**src/rtl/projection_matrix_seq.sv**
```systemverilog
// projection_matrix_seq
//   Sequential perspective-projection matrix generator. Produces the 4x4
//   row-major matrix
//     P[0]  = inv_tan / aspect_ratio     P[5]  = inv_tan
//     P[10] = (nz + fz) * k              P[11] = 2 * nz * fz * k
//     P[14] = 1.0                        all other elements 0
//   with nz = -z_near, fz = -z_far, k = 1 / (nz - fz), all in signed Qi.f.
//   One shared multiplier and one shared restoring divider are time-multiplexed
//   by the FSM: IDLE -> DIVK -> MUL1 -> MUL2 -> MUL3 -> DIVA -> DONE -> IDLE.
//   Latency from the accepting edge to out_valid is 2*DIV_BITS+4 edges.
// Ports
//   clk, rst_n              clock, synchronous active-low reset
//   in_valid / in_ready     operand handshake
//   inv_tan, aspect_ratio,
//   z_near, z_far           operands, signed Qi.f, W bits
//   out_valid / out_ready   result handshake
//   projection_matrix       registered result, element n at index n
//   div_zero, overflow      sticky per-computation flags, valid with out_valid
module projection_matrix_seq #(
    parameter int WI = 8,
    parameter int WF = 8
) (
    input  logic                         clk,
    input  logic                         rst_n,
    input  logic                         in_valid,
    output logic                         in_ready,
    input  logic [WI+WF-1:0]             inv_tan,
    input  logic [WI+WF-1:0]             aspect_ratio,
    input  logic [WI+WF-1:0]             z_near,
    input  logic [WI+WF-1:0]             z_far,
    output logic                         out_valid,
    input  logic                         out_ready,
    output logic [15:0][WI+WF-1:0]       projection_matrix,
    output logic                         div_zero,
    output logic                         overflow
);
    localparam int W        = WI + WF;
    localparam int DIV_BITS = W + WF;
    localparam int CW       = $clog2(DIV_BITS);

    localparam logic [W-1:0] MAXV = {1'b0, {(W-1){1'b1}}};
    localparam logic [W-1:0] MINV = {1'b1, {(W-1){1'b0}}};
    localparam logic [W-1:0] ONE  = W'(1 << WF);

    typedef enum logic [2:0] {IDLE, DIVK, MUL1, MUL2, MUL3, DIVA, DONE} state_t;

    // All helpers return {clip_flag, value}.
    function automatic logic [W:0] sat_add(input logic [W-1:0] a, input logic [W-1:0] b);
        logic [W:0] s;
        s = {a[W-1], a} + {b[W-1], b};
        if (s[W] != s[W-1]) return {1'b1, s[W] ? MINV : MAXV};
        return {1'b0, s[W-1:0]};
    endfunction

    function automatic logic [W:0] sat_sub(input logic [W-1:0] a, input logic [W-1:0] b);
        logic [W:0] s;
        s = {a[W-1], a} - {b[W-1], b};
        if (s[W] != s[W-1]) return {1'b1, s[W] ? MINV : MAXV};
        return {1'b0, s[W-1:0]};
    endfunction

    // Full product, round half-up, arithmetic shift, saturate.
    function automatic logic [W:0] sat_mul(input logic [W-1:0] a, input logic [W-1:0] b);
        logic signed [2*W-1:0] p;
        p = $signed(a) * $signed(b);
        p = p + (2*W)'(1 << (WF-1));
        p = p >>> WF;
        if (p[2*W-1:W-1] == '0 || p[2*W-1:W-1] == '1) return {1'b0, p[W-1:0]};
        return {1'b1, p[2*W-1] ? MINV : MAXV};
    endfunction

    function automatic logic [W-1:0] mag(input logic [W-1:0] a);
        return a[W-1] ? (~a + 1'b1) : a;
    endfunction

    // Sign and saturate the unsigned quotient; divide-by-zero picks the
    // rail matching the dividend's sign.
    function automatic logic [W:0] div_fin(input logic [DIV_BITS-1:0] q, input logic neg,
                                           input logic dz, input logic aneg);
        logic [W-1:0] nq;
        if (dz) return {1'b1, aneg ? MINV : MAXV};
        if (!neg) begin
            if (q > DIV_BITS'(MAXV)) return {1'b1, MAXV};
            return {1'b0, q[W-1:0]};
        end
        if (q > DIV_BITS'(MINV)) return {1'b1, MINV};
        nq = '0 - q[W-1:0];
        return {1'b0, nq};
    endfunction

    state_t            state, state_nx;
    logic [CW-1:0]     cnt;
    logic [W-1:0]      nz, fz, inv_r, asp_r, k, tmp, p0, p10, p11;

    logic [W-1:0]          div_rem, div_den;
    logic [DIV_BITS-1:0]   div_quo;
    logic                  div_neg, div_dz, div_aneg;

    logic [W:0]            nz_s, fz_s, dk_s, sum_s, tmp_s, p10_s, m11_s, p11_s, q_s;
    logic [W:0]            rem_sh;
    logic                  ge, last;
    logic [DIV_BITS-1:0]   quo_nx;
    logic [W-1:0]          ld_a, ld_b;
    logic [15:0][W-1:0]    mat_nx;

    assign in_ready = (state == IDLE);
    assign last     = (cnt == CW'(DIV_BITS - 1));

    always_comb begin
        nz_s  = sat_sub('0, z_near);
        fz_s  = sat_sub('0, z_far);
        dk_s  = sat_sub(nz_s[W-1:0], fz_s[W-1:0]);
        sum_s = sat_add(nz, fz);
        tmp_s = sat_mul(nz, fz);
        p10_s = sat_mul(sum_s[W-1:0], k);
        m11_s = sat_mul(tmp, k);
        p11_s = sat_add(m11_s[W-1:0], m11_s[W-1:0]);

        // One restoring step: shift in the next dividend bit, subtract if it fits.
        rem_sh = {div_rem, div_quo[DIV_BITS-1]};
        ge     = (rem_sh >= {1'b0, div_den});
        quo_nx = {div_quo[DIV_BITS-2:0], ge};
        q_s    = div_fin(quo_nx, div_neg, div_dz, div_aneg);

        // Divider operands: k is loaded while accepting, P0 when leaving MUL3.
        ld_a = (state == IDLE) ? ONE : inv_r;
        ld_b = (state == IDLE) ? dk_s[W-1:0] : asp_r;

        mat_nx     = '0;
        mat_nx[0]  = p0;
        mat_nx[5]  = inv_r;
        mat_nx[10] = p10;
        mat_nx[11] = p11;
        mat_nx[14] = ONE;
    end

    always_comb begin
        state_nx = state;
        case (state)
            IDLE: if (in_valid) state_nx = DIVK;
            DIVK: if (last) state_nx = MUL1;
            MUL1: state_nx = MUL2;
            MUL2: state_nx = MUL3;
            MUL3: state_nx = DIVA;
            DIVA: if (last) state_nx = DONE;
            DONE: if (out_valid && out_ready) state_nx = IDLE;
            default: state_nx = IDLE;
        endcase
    end

    always_ff @(posedge clk) begin
        if (!rst_n) state <= IDLE;
        else        state <= state_nx;
    end

    always_ff @(posedge clk) begin
        if (!rst_n) begin
            cnt               <= '0;
            nz                <= '0;
            fz                <= '0;
            inv_r             <= '0;
            asp_r             <= '0;
            k                 <= '0;
            tmp               <= '0;
            p0                <= '0;
            p10               <= '0;
            p11               <= '0;
            div_rem           <= '0;
            div_den           <= '0;
            div_quo           <= '0;
            div_neg           <= 1'b0;
            div_dz            <= 1'b0;
            div_aneg          <= 1'b0;
            out_valid         <= 1'b0;
            projection_matrix <= '0;
            div_zero          <= 1'b0;
            overflow          <= 1'b0;
        end else begin
            // Divider load is shared by IDLE (for k) and MUL3 (for P0).
            if ((state == IDLE && in_valid) || state == MUL3) begin
                div_rem  <= '0;
                div_quo  <= {mag(ld_a), {WF{1'b0}}};
                div_den  <= mag(ld_b);
                div_neg  <= ld_a[W-1] ^ ld_b[W-1];
                div_aneg <= ld_a[W-1];
                div_dz   <= (ld_b == '0);
                cnt      <= '0;
            end
            if (state == DIVK || state == DIVA) begin
                div_rem <= W'(ge ? rem_sh - {1'b0, div_den} : rem_sh);
                div_quo <= quo_nx;
                cnt     <= cnt + 1'b1;
            end

            case (state)
                IDLE: if (in_valid) begin
                    inv_r    <= inv_tan;
                    asp_r    <= aspect_ratio;
                    nz       <= nz_s[W-1:0];
                    fz       <= fz_s[W-1:0];
                    div_zero <= 1'b0;
                    overflow <= nz_s[W] | fz_s[W] | dk_s[W];
                end
                DIVK: if (last) begin
                    k        <= q_s[W-1:0];
                    overflow <= overflow | q_s[W];
                    div_zero <= div_zero | div_dz;
                end
                MUL1: begin
                    tmp      <= tmp_s[W-1:0];
                    overflow <= overflow | tmp_s[W];
                end
                MUL2: begin
                    p10      <= p10_s[W-1:0];
                    overflow <= overflow | sum_s[W] | p10_s[W];
                end
                MUL3: begin
                    p11      <= p11_s[W-1:0];
                    overflow <= overflow | m11_s[W] | p11_s[W];
                end
                DIVA: if (last) begin
                    p0       <= q_s[W-1:0];
                    overflow <= overflow | q_s[W];
                    div_zero <= div_zero | div_dz;
                end
                DONE: begin
                    // First DONE cycle publishes; afterwards hold until taken.
                    if (!out_valid) begin
                        projection_matrix <= mat_nx;
                        out_valid         <= 1'b1;
                    end else if (out_ready) begin
                        out_valid <= 1'b0;
                    end
                end
                default: ;
            endcase
        end
    end
endmodule

```
**config.mk**
```make
export PLATFORM = sky130hd
export DESIGN_NAME = projection_matrix_seq
export DESIGN_NICKNAME = d
export VERILOG_FILES = /design/src/rtl/projection_matrix_seq.sv
export SDC_FILE = /design/constraint.sdc
export NUM_CORES = 2
export LEC_CHECK = 0
export ABC_AREA = 1
export CAP_MARGIN = 5
export CORE_ASPECT_RATIO = 1.2
export CORE_MARGIN = 1.5
export CORE_UTILIZATION = 56
export CTS_BUF_LIST = sky130_fd_sc_hd__clkbuf_16
export CTS_CLUSTER_DIAMETER = 100
export CTS_CLUSTER_SIZE = 16
export DETAILED_ROUTE_END_ITERATION = 10
export PLACE_DENSITY = 0.78
export SYNTH_ARGS = -nofsm -noshare
export SYNTH_HDL_FRONTEND = slang
export SYNTH_SLANG_ARGS = --single-unit
```
**constraint.sdc**
```tcl
create_clock -name clk -period 8.9 [get_ports clk]
set_clock_uncertainty 0.05 [all_clocks]
set_input_delay 1.78 -clock clk [delete_from_list [all_inputs] [get_ports clk]]
set_output_delay 1.78 -clock clk [all_outputs]
set_load 0.05 [all_outputs]
```
Yosys cells after proc, flatten, opt, wreduce, memory -nomap -nowiden
Index checks and enable logic that the tools add are counted.

Multiply operators: 3. Eq/ne operators: 20. Multiplexer cells: 74. Bitwise logic cells: 13. Reductions and logical operators: 23. Magnitude comparators: 3. Add/subtract/negate cells: 13.

Operator list (count): 17-bit two-way mux (24); 16-bit two-way mux (16); 32-bit by 9-bit adder with 32-bit output (second input constant) (3); 16-bit by 16-bit multiplier with 32-bit output (3); 17-bit equality test (second input constant) (3); 17-bit zero test (3); 24-bit two-way mux (2); 16-bit by 16-bit adder with 17-bit output (2); 1-bit by 16-bit subtractor with 17-bit output (first input constant) (2); 16-bit by 1-bit adder with 16-bit output (second input constant) (2); 16-bit NOT (2); 24-bit by 15-bit > comparator with 1-bit output (second input constant) (1); 24-bit by 16-bit > comparator with 1-bit output (second input constant) (1); 1-bit two-way mux (23); 3-bit one-hot mux with 7 select lines (1); 17-bit by 16-bit greater-or-equal comparator with 1-bit output (1); 16-bit by 16-bit subtractor with 17-bit output (1); 16-bit zero test (1); 1-bit by 16-bit subtractor with 16-bit output (first input constant) (1); 16-bit subtractor (1); 3-bit two-way mux (4); 5-bit two-way mux (2); 3-bit equality test (second input constant) (3); 1-bit bitwise OR (9); 20 further kinds (38).

Bits in registers: 279. Word-level logic and storage cells: 174. Input bits: 68.

Depth between registers and ports, before layout
Word-level depth: 14. Gate-level depth with buffers: 52.

Worst setup path before layout
OpenSTA, ideal clock, no wires.

Kind: register -> register. From: register nz[5]. To: register p10[14]. Setup time: 0.119 ns. Period minus slack after synthesis: 9.007 ns. Slack: -0.107 ns. Required time: 8.731 ns. Cell stages (with the launch flop): 47. Data arrival time: 8.838 ns. Buffers on the path: 3. Cells stage by stage: dfxtp_1 -> ha_1 -> inv_1 -> nor4_1 -> nand2_1 -> nand3_1 -> a21oi_1 -> o21ai_0 -> a21oi_1 -> o21ai_0 -> a21oi_1 -> o21ai_0 -> a21oi_1 -> o21ai_0 -> xor2_1 -> inv_1 -> ha_1 -> inv_1 -> (+11 left out) -> fa_1 -> inv_1 -> fa_1 -> inv_1 -> ha_1 -> a21oi_1 -> o21ai_0 -> a21oi_1 -> nor2_1 -> a211oi_1 -> nand3_1 -> nand2_1 -> nand3_1 -> nor2_1 -> nand2_1 -> a21oi_4 -> buf_6 -> a21oi_1.

Word-level cells in the longest chain between the ends: 10. Elaborated cells between the ends (all ways): 15.

RTL lines: from (decl) (RTL line 93) `logic [W-1:0] nz, fz, inv_r, asp_r, k, tmp, p0, p10, p11;`; from (signal assigned) (RTL line 199) `nz <= nz_s[W-1:0];`; 16-bit by 16-bit adder with 17-bit output (*) (RTL line 50) `s = {a[W-1], a} + {b[W-1], b};`; 16-bit two-way mux or 1-bit != test (tied branches) (RTL line 51) `if (s[W] != s[W-1]) return {1'b1, s[W] ? MINV : MAXV};`; 17-bit two-way mux or 1-bit two-way mux (tied branches) (RTL line 51); 17-bit two-way mux (*) (RTL line 52) `return {1'b0, s[W-1:0]};`; 16-bit by 16-bit multiplier with 32-bit output (*) (RTL line 65) `p = $signed(a) * $signed(b);`; 32-bit by 9-bit adder with 32-bit output (*) (RTL line 66) `p = p + (2*W)'(1 << (WF-1));`; 17-bit equality test or 17-bit zero test (tied branches) (RTL line 68) `if (p[2*W-1:W-1] == '0 || p[2*W-1:W-1] == '1) return {1'b0, p[W-1:0]};`; 1-bit logical OR (RTL line 68); 1-bit two-way mux (RTL line 68); 17-bit two-way mux (*) (RTL line 69) `return {1'b1, p[2*W-1] ? MINV : MAXV};`; to (signal assigned) (RTL line 214) `p10 <= p10_s[W-1:0];`; to (decl) (RTL line 93).

Every way passes the cells marked *; elsewhere a longest branch is shown, timed or not. The select of a mux whose other input is x is not followed. A chain may end at the register's enable or synchronous reset.

Worst setup path after layout
From: register nz[4]. To: register p10[4].

The elaborated chain is that of the path after synthesis.

==> results by stage <==
Status:
- The run finished with clean final reports.

STA:
- Setup repair after global routing could not meet its margin everywhere.
- Headroom to the max-slew limit came out at 25.9%.
- The maximum operating frequency is 112 MHz.
- At the pin with the least slew margin, the transition time is 1110 ps.
- The final number of max-transition violations is 0.
- The final period utilization is 100%.
- The total count of hold-check failures in the final report came to 0.
- Setup violations remaining at the end of the flow were counted as 0.
- The minimum period implied by the final worst setup slack is approximately 8900 ps.

Floorplan:
- After floorplanning, the core was sized to cover 0.0817 mm².
- The horizontal die dimension is around 270 µm.
- The total I/O pin count is 328.
- In this run the vertical extent of the chip is around 320 µm.
- After floorplanning, the core was divided into 115 placement rows.
- The initial cell density of the core is 56.5%.
- The floorplan step defined a die boundary enclosing ~0.084 mm².

Pwr:
- The maximum vdd ir drop is 181 µV.
- The combinational group share of total power is 65.6%.
- The share of power burned in registers is 20.4%.
- The net switching power is approximately 3.8 mW.
- In this run the static leakage power is 25.4 nW.
- The switching fraction of total power is 51.6%.
- Power spread over the standard cell area amounts to around 140 mW/mm².
- The cell-internal power is 3.58 mW.
- In this run, the clock network consumes 14.0% of the power.

Synth:
- The number of distinct library cells after synthesis is 58.
- The number of synthesized flops with an enable pin is 0.
- The number of synthesized register bits is about 280.
- By count the netlist is led by 1,378 x inv_1, 1,138 x nand2_1, 789 x fa_1, 474 x nor2_1, 365 x o21ai_0.
- The most frequent cell after synthesis is inv_1.
- The fraction of the yosys area taken by sequential cells is between 10% and 20%.
- The gate count after technology mapping is 6,071.
- The average instance in the mapped netlist occupies about 7.6 µm².
- Summing every instance area after synthesis gives 0.0462 mm².
- The Yosys step of the flow raised 0 warnings.
- The dominant register cell in the synthesized netlist is dfxtp_1.
- In the synthesized netlist the async set-or-reset flop fraction comes to 0%.
- The cell accounting for the most synthesized area is fa_1.
- By area the synthesized netlist is led by fa_1 34%, dfxtp_1 12%, inv_1 11%.
- After synthesis, the largest area contributor takes up approximately a third of total cell area.

Drt:
- Summing over every cut layer, the via total after detailed routing is 39,654.
- The number of nets with antenna violations after detailed routing is 0.
- The routed wire length is around 130,000 µm.
- The via-per-instance ratio is 5.37.
- The detailed-router iteration count before antenna repair is 7.
- The number of design-rule violations left by the first detailed-router iteration is 2,978.
- The DRC violations left is 0.
- After detailed routing, the average wire length per cell comes to 17.9 µm.

Final layout:
- The core utilization of the finished layout is approximately 63%.
- The area growth from synthesis to layout is 11.5%.
- Excluding fillers, the count of instances in the completed layout stands at 7,389.
- The area of all placed cells without fillers is 0.0515 mm².
- 0 antenna diodes ended up in the layout.
- After the last flow step, the layout net total stands at 7,479.
- The post-route netlist has 10.1% of its cells at a drive strength greater than 1.

Global route:
- The first global-routing pass estimated 211,000 µm of wire.
- Entering global routing, the biggest net connects 79 pins.
- The overall global routing resource usage is roughly a third.
- The number of antenna violations at the first check in global routing is 0.
- The number of global-route vias before repair was 40,875.
- The total grt overflow is 0.

Setup path:
- For the worst setup path, the data arrival time is 9350 ps.
- The critical path class is reg -> reg.
- STA puts the critical path data required time at 9350 ps.
- The most repeated library cell on the critical path is inv_1.
- The worst setup path is captured at a register.
- The kind of start point of the critical path is a register.
- The critical-path cell with the highest stage delay is fa_1.
- Of all nets on the critical path, the largest fanout is 8.
- For this run, the slowest stage of the critical path takes 570 ps.

CTS:
- The cell sitting at the root of the clock tree is a clkbuf_16.
- CTS built an H-tree with a depth of 1.
- The clock-pin transition on the worst setup and hold timing paths is 70 ps.
- TritonCTS built the clock tree.
- The clock latency at the later pin of the worst-skew pair is 600 ps.
- The longest clock path from root to sink contains 3 buffers.
- The clock drives 279 sinks.
- The hold buffer count at CTS is 0.
- Clock tree synthesis inserted a total of 24 buffers.

Place:
- Port buffering added 136 buffers.
- The wire-length estimate of the detail-placed layout is roughly 110,000 µm.
- In this run the cell area measured after placement is a little under 0.05 mm².
- The congestion estimate from routability-driven global placement came to between 0.9 and 1.
- After detailed placement, the design holds a cell count of 7,329.

Flow run:
- The count of max-cap constraint violations is 0.

Worst hold path:
- The type of the most critical hold path is reg -> reg.
## critical path, delay by kind of cell, from the launching register on
family	cells	cell delay, ps
adder cells (fa/ha/maj)	9	3870
AO/OA/AOI/OAI	14	1860
XOR/XNOR	1	290
AND/OR/NAND/NOR	14	1380
flip-flops	1	320
buffers and inverters	10	1000
## layout by cell type (no fill, tap or decap), types with 17 or more instances in the layout
cell,count
inv_2,40
clkdlybuf4s50_1,135
buf_4,312
nor2_2,27
nand4_1,25
dfxtp_1,274
nand2_2,35
conb_1,191
xnor2_1,73
nand3_1,151
o21ai_0,350
fa_2,19
o21ai_1,20
a21oi_1,290
nor2_1,438
nor3_1,42
a21oi_2,31
or2_2,23
fa_1,770
a31oi_1,36
nand2_1,1107
clkbuf_16,25
ha_1,272
ha_4,17
xor2_1,79
inv_1,1340
## state kept, by name (all words and copies together), names as in the netlist, 5 cells and up
register,flops
inv_r,16
p11,16
nz,16
p10,16
fz,16
tmp,16
asp_r,16
div_rem,16
p0,16
k,16
div_den,16
cnt,5
div_quo,24
projection_matrix,65
## final cells by class
cell class                 instances  area [µm²]
tap                             1053        1320
clock buffer                      24         601
clock inverter                     9         106
sequential                       279        5590
multi-input combinational       4171       34700
timing repair buffer             465        3970
inverter                        1388        5220
fill                            7132       30300
## what timing repair did
| item | in CTS | in global routing |
|---|---|---|
| resized for setup | 44 | 235 |
| setup endpoints to repair | 17 | 19 |
| setup buffers | 4 | 21 |
| pin swaps | 5 | 105 |
| gates cloned | 1 | 1 |
## per-stage QoR
step	setup WS [ps]	setup TNS (ps)	total power, mW	hold WS [ps]
after floorplan	36.8	0	4.48	375
after global placement	-326	-5060	6.04	398
after detailed placement	-567	-8790	6.10	407
after CTS	12.4	0	7.19	417
after global routing	-515	-7920	7.90	446
final	1.82	0	7.41	418
## logic make-up after synthesis
family	count (synthesis)	synth area share, %
compound gates	836	9.85
xor+xnor	152	2.88
fa+ha+maj	1082	42.2
buf+inv	1812	16.4
flops	279	12.1
other cells	1	0.00812
simple gates	1909	16.6
## power by group through the flow
stage                     clock [mW]  sequential [mW]  combinational, mW
after global routing            1.09             1.52               5.29
after floorplan                    0             1.48               3.00
final                           1.03             1.51               4.86
after CTS                       1.05             1.51               4.64
after global placement             0             1.53               4.51
after detailed placement           0             1.53               4.57
## final timing paths
check,start,end,slack [ps],depth (start not counted)
max,nz[4]$_SDFFE_PN0P_,p10[4]$_SDFFE_PN0P_,2,48
min,p10[15]$_SDFFE_PN0P_,p10[15]$_SDFFE_PN0P_,420,2
max reg2reg,nz[4]$_SDFFE_PN0P_,p10[4]$_SDFFE_PN0P_,2,48
min reg2reg,p10[15]$_SDFFE_PN0P_,p10[15]$_SDFFE_PN0P_,420,2
## per-layer routing
layer / vias up / track usage (%) / wire (µm)
li1: 18401 / - / -
met1: 19197 / 38.0 / 50300
met2: 1616 / 55.5 / 65300
met3: 440 / 3.68 / 8520
met4: 0 / 16.3 / 8420
met5: - / 0 / 0
No activity file was read; power rests on OpenSTA's default activity.
